`src/rtl/dividend_reconstructor.sv`:
```
// Rebuilds dividend = quotient * divisor + remainder with a
// shift-and-add multiplier, sharing the divider's start/done/error handshake.
module dividend_reconstructor #(
  parameter int WIDTH = 8
) (
  input  logic             clk,
  input  logic             reset,
  input  logic             start,
  input  logic [WIDTH-1:0] quotient,
  input  logic [WIDTH-1:0] divisor,
  input  logic [WIDTH-1:0] remainder,
  output logic [WIDTH-1:0] dividend,
  output logic             busy,
  output logic             done,
  output logic             error
);

  localparam int CW = $clog2(WIDTH) + 1;
  localparam int AW = 2 * WIDTH;

  typedef enum logic [2:0] {
    S_IDLE,
    S_CHECK,
    S_MULT,
    S_ADD_REM,
    S_RESULT,
    S_ERROR
  } state_t;

  state_t           state_q;
  logic [AW-1:0]    acc_q;
  logic [AW-1:0]    mcand_q;
  logic [WIDTH-1:0] mplier_q;
  logic [WIDTH-1:0] rem_q;
  logic [WIDTH-1:0] dividend_q;
  logic [CW-1:0]    cnt_q;
  logic             ovf_q;

  logic [AW-1:0]    acc_mult_d;
  logic [AW-1:0]    acc_rem_d;
  logic             ovf_d;
  logic             invalid_d;

  always_comb begin
    acc_mult_d = mplier_q[0] ? acc_q + mcand_q : acc_q;
    acc_rem_d  = acc_q + {{WIDTH{1'b0}}, rem_q};
    ovf_d      = |acc_rem_d[AW-1:WIDTH];
    invalid_d  = (mcand_q == '0) ||
                 (rem_q >= mcand_q[WIDTH-1:0]);
  end

  always_ff @(posedge clk) begin
    if (reset) begin
      state_q    <= S_IDLE;
      acc_q      <= '0;
      mcand_q    <= '0;
      mplier_q   <= '0;
      rem_q      <= '0;
      dividend_q <= '0;
      cnt_q      <= '0;
      ovf_q      <= 1'b0;
    end else begin
      unique case (state_q)
        S_IDLE: begin
          if (start) begin
            mplier_q   <= quotient;
            mcand_q    <= {{WIDTH{1'b0}}, divisor};
            rem_q      <= remainder;
            acc_q      <= '0;
            cnt_q      <= CW'(WIDTH);
            dividend_q <= '0;
            ovf_q      <= 1'b0;
            state_q    <= S_CHECK;
          end
        end
        S_CHECK: begin
          state_q <= invalid_d ? S_ERROR : S_MULT;
        end
        // fixed WIDTH iterations, no early exit on a zero multiplier
        S_MULT: begin
          acc_q    <= acc_mult_d;
          mcand_q  <= mcand_q << 1;
          mplier_q <= mplier_q >> 1;
          cnt_q    <= cnt_q - CW'(1);
          if (cnt_q == CW'(1)) begin
            state_q <= S_ADD_REM;
          end
        end
        S_ADD_REM: begin
          acc_q      <= acc_rem_d;
          ovf_q      <= ovf_d;
          dividend_q <= ovf_d ? '0 : acc_rem_d[WIDTH-1:0];
          state_q    <= S_RESULT;
        end
        S_RESULT: begin
          state_q <= S_IDLE;
        end
        S_ERROR: begin
          state_q <= S_IDLE;
        end
        default: begin
          state_q <= S_IDLE;
        end
      endcase
    end
  end

  assign dividend = dividend_q;
  assign busy     = (state_q != S_IDLE);
  assign done     = (state_q == S_RESULT) ||
                    (state_q == S_ERROR);
  assign error    = (state_q == S_ERROR) ||
                    ((state_q == S_RESULT) && ovf_q);

endmodule

```
`config.mk`:
```
export PLATFORM = sky130hd
export DESIGN_NAME = dividend_reconstructor
export DESIGN_NICKNAME = d
export VERILOG_FILES = /design/src/rtl/dividend_reconstructor.sv
export SDC_FILE = /design/constraint.sdc
export NUM_CORES = 1
export LEC_CHECK = 0
export ABC_AREA = 1
export BUFFER_PORTS_ARGS = -buffer_cell sky130_fd_sc_hd__buf_2
export CAP_MARGIN = 20
export CORE_ASPECT_RATIO = 0.5
export CORE_MARGIN = 2
export CORE_UTILIZATION = 56
export CTS_BUF_LIST = sky130_fd_sc_hd__clkbuf_4
export DETAILED_ROUTE_END_ITERATION = 6
export PLACE_DENSITY = 0.78
export SYNTH_ARGS = -nofsm -noshare
export SYNTH_HDL_FRONTEND = slang
export SYNTH_SLANG_ARGS = --single-unit
```
`constraint.sdc`:
```
create_clock -name clk -period 2.3 [get_ports clk]
set_clock_uncertainty 0.2 [all_clocks]
set_input_delay 0.115 -clock clk [delete_from_list [all_inputs] [get_ports clk]]
set_output_delay 0.115 -clock clk [all_outputs]
set_load 0.05 [all_outputs]
```
==> impl_results.md <==
- Hold slack: approximately 0.22 ns
- Classification of the worst setup path: flip-flop to flip-flop
- Synthesized area per cell: 6.48 um^2
- Path category of the worst min-delay check: input port to flip-flop
- Std cell rows: 22
- Data arrival time at the worst-slack endpoint: approximately 2.5 ns
- # DRC: 0
- Compound-cell area share of the yosys netlist: 17.7%
- Maximum operating frequency: ~430 MHz
- Number of nets with antenna violations after routing: 0
- Delay-heaviest family, CP: simple AND/OR/NAND/NOR gates
- Final standard cell area without fillers: between 5000 and 6000 um^2
- Fraction of layout instances using a drive strength above 1: 21.2%
- Final nets: ~800
- Minimum setup slack among reg-to-reg paths: -0.01 ns
- Largest cells by area after synthesis: sky130_fd_sc_hd__dfxtp_1, sky130_fd_sc_hd__nand2_1, sky130_fd_sc_hd__ha_1
- Dominant combinational cell family by area after synthesis: simple AND/OR/NAND/NOR gates
- Clk pin slew, worst setup/hold paths: around 0.12 ns
- Most frequent cell on the critical path: sky130_fd_sc_hd__nand2_2
- Detail-routed via count per cell: between 5 and 6
- Synthesized-area fraction occupied by and/or/nand/nor cells: 32.5%
- Termination of the worst setup path: ovf_q$_SDFFE_PP0P_
- Setup WS pre-CTS: -0.0832 ns
- Yosys synthesis warning count: 0
- Clock Tree Buf Depth: 2
- Slowest stage delay, CP: between 0.4 and 0.5 ns
- Worst-path maximum fanout: 5
- Total via count in the routed design: ~4800
- Number of sinks driven by the clock tree: between 60 and 70
- Chain of cells forming the critical path: ha_4, fa_2, nand2_4, nand2_2, nand3b_1, nand2_2, nand2_2, nand2_2, nand2_2, nand3_4, nor2_4, nand2_1, nand2_1, a21oi_2
- Die area: between 8000 and 9000 um^2
- DIE HEIGHT: between 60 and 70 um
- Clk_lat worst skew: around 0.45 ns
- Max-slew violation count: 0
- Effective utilization at floorplan: approximately three fifths
- First-iteration detailed-routing DRC count: roughly 380
- Register area share after synthesis: 29.5%
- Area of the mapped netlist: roughly 4300 um^2
- Placed cell area: about 4800 um^2
- Startpoint of the lowest-slack register-to-register path: acc_q[0]$_SDFFE_PP0P_
- # H-tree levels: 3
- Unrepaired setup endpoints after global routing: true
- CTS tree: done
- Area share of the largest cell type after synthesis: approximately 30%
- HPWL Detailed: approximately 9000 um
- Max transition margin: 60.8%
- Num ports: 38
- Vias in the first global route: 4592
- Number of antenna violations at the first check in global routing: 0
- CP Capture Type: flip-flop
- Multi-input logic area: a little under 3000 um^2
- Portion of the clock cycle consumed by the worst path in the final layout: 100%
- Global-route total usage across every layer: about a third
- Setup crit start: acc_q[0]$_SDFFE_PP0P_
- Required time of the worst setup path: 2.45 ns
- Port-buffer cells: 37
- 1st-pass router iterations: 6
- Last weighted congestion value of the routability-driven placer: 0.943
- Peak supply drop: around 0.66 mV
- Xor/xnor cell area share of the yosys netlist: less than 1%
- Worst path setup slack after routing: -0.0112 ns
- Fin. Hold Viols: 0
- Reg2Reg Capture Point: ovf_q$_SDFFE_PP0P_
- Logic depth of the worst register-to-register path: 14
- Distinct cell type count after synthesis: 40
- Net Count, Synth: approximately 730
- Cell at the root of the clock tree: sky130_fd_sc_hd__clkbuf_4
- Number of buffers and inverters on the critical path: 0
- Area share of fa/ha/maj cells after synthesis: between 10% and 20%
- Setup violators final: 1
- Total design power: 6.39 mW
- Largest net degree at the start of global routing: 35
- Overflow after GRT: 0
- Number of setup buffers added after CTS: 0
- Slew at the pin closest to its max-slew limit: approximately 0.6 ns
- Num CTS Buffers: 9
- FF+latch area: 1310 um^2
- Final core occ: 73.8%
- Leakage power of the design: about 2.5 nW
- Kind of launch point of the worst setup path: flip-flop
- Number of antenna diodes: 0
- Flops & latches, synth: 64
- Number of stages on the worst setup path: 14
- Power density cells: between 1000 and 1500 nW/um^2
- Horizontal die dimension: ~130 um
- Area leader, netlist: sky130_fd_sc_hd__dfxtp_1
- Routed length per placed instance: between 15 and 20 um
- Total of max-cap violations: 0
- Wire length of the first global-routing pass: approximately 21000 um
- Run status: finished, violations left
- Shortest clock period the worst path allows after layout: 2.31 ns
- Multiplexer area fraction after synthesis: 0%
- Violations in the final reports: setup timing
- Max stage delay cell, worst path: sky130_fd_sc_hd__fa_2
- P&R area growth vs syn: 26.2%
- Cells after Synth: between 600 and 700
- Final WL: approximately 13000 um
- Fillers: 588
- Area of the core: 7430 um^2
==> stage by stage <==
step | setup TNS, ns | instances
6_report | -0.0112 | 855
5_1_grt | -0.921 | 855
4_1_cts | 0 | 855
3_5_place_dp | -0.554 | 811
3_3_place_gp | -0.158 | 811
2_1_floorplan | 0 | 671
==> cell families after synthesis <==
| group | Yosys count |
|---|---|
| AOI/OAI and AO/OA | 141 |
| xor gates and xnor gates | 3 |
| adders and majority gates | 35 |
| buffers and inverters | 104 |
| DFF | 64 |
| and+or+nand+nor | 324 |
==> cells in the mapped netlist, drive strengths merged <==
| master | count |
|---|---|
| nor4 | 5 |
| o22ai | 1 |
| nand3 | 52 |
| nand2 | 169 |
| a21boi | 1 |
| o31ai | 2 |
| nor3 | 6 |
| or4 | 1 |
| o211ai | 4 |
| nand3b | 7 |
| ha | 33 |
| a211oi | 2 |
| clkinv | 2 |
| xor2 | 2 |
| buf | 6 |
| a21o | 1 |
| or2 | 6 |
| dfxtp | 64 |
| nor2 | 70 |
| a21oi | 58 |
| inv | 83 |
| nand4 | 7 |
| clkbuf | 13 |
| o21a | 3 |
| a31oi | 18 |
| xnor2 | 1 |
| fa | 2 |
| nand2b | 1 |
| o21ai | 51 |
==> registers in the layout, indices dropped and copies added, names as in the netlist <==
signal    count
rem_q         8
mcand_q      16
cnt_q         4
ovf_q         1
state_q       3
mplier_q      8
acc_q        16
dividend      8
==> where the power goes <==
group          switching (mW)  internal, mW
logic                    2.27          1.42
clock network           0.490         0.339
registers               0.404          1.47
==> layout by cell type, fill, tap and decap left out, types with 9 or more instances in the layout <==
cell type | synthesis | routed
sky130_fd_sc_hd__a21oi_1 | 57 | 51
sky130_fd_sc_hd__a31oi_1 | 18 | 18
sky130_fd_sc_hd__buf_2 | 3 | 37
sky130_fd_sc_hd__buf_4 | 1 | 25
sky130_fd_sc_hd__clkbuf_4 | 0 | 9
sky130_fd_sc_hd__dfxtp_1 | 64 | 48
sky130_fd_sc_hd__dfxtp_2 | 0 | 14
sky130_fd_sc_hd__dlygate4sd3_1 | 0 | 26
sky130_fd_sc_hd__ha_1 | 33 | 23
sky130_fd_sc_hd__ha_4 | 0 | 9
sky130_fd_sc_hd__inv_1 | 77 | 75
sky130_fd_sc_hd__nand2_1 | 167 | 154
sky130_fd_sc_hd__nand2_2 | 2 | 13
sky130_fd_sc_hd__nand3_1 | 52 | 47
sky130_fd_sc_hd__nor2_1 | 66 | 64
sky130_fd_sc_hd__o21ai_0 | 44 | 42
==> area by class of cell <==
type	count	area share [%]
clock inverters	7	1.44
repair buffers	89	11.9
multi-input cells	505	53.6
well taps	96	2.19
inverters	85	5.86
flip-flops and latches	64	23.8
clock buffers	9	1.23
==> how the worst min path moves through the flow <==
stage               slack (ns)                     to  cells after the start          from
finish                    0.22  rem_q[7]$_SDFFE_PP0P_                      4  remainder[7]
global route              0.21  rem_q[7]$_SDFFE_PP0P_                      4  remainder[7]
CTS                       0.20  rem_q[6]$_SDFFE_PP0P_                      4  remainder[6]
detailed placement        0.14  rem_q[6]$_SDFFE_PP0P_                      3  remainder[6]
global placement          0.14  rem_q[2]$_SDFFE_PP0P_                      3  remainder[2]
floorplan                 0.05  rem_q[2]$_SDFFE_PP0P_                      2  remainder[2]
==> what timing repair did <==
| action | CTS | global route |
|---|---|---|
| endpoints found under the hold margin | 30 | 0 |
| pin swaps | 2 | 22 |
| gates cloned | 2 | 0 |
| gates resized for setup | 7 | 69 |
| setup endpoints to repair | 10 | 34 |
| hold buffers | 26 | 0 |
==> layer usage <==
metal | wire, um | up-vias | GRT usage [%]
met3 | 1150 | 47 | 10.2
met5 | 0 | - | 0
met2 | 6180 | 211 | 55.4
li1 | - | 2398 | -
met4 | 405 | 0 | 11.5
met1 | 5600 | 2175 | 39.2
==> worst register-to-register path, delay by kind of cell (launching register included) <==
family          cells  cell delay (ns)
fa+ha+maj           2             0.58
flops               1             0.38
compound gates      1             0.05
simple gates       11             1.01
No activity file was read; power rests on OpenSTA's default activity.
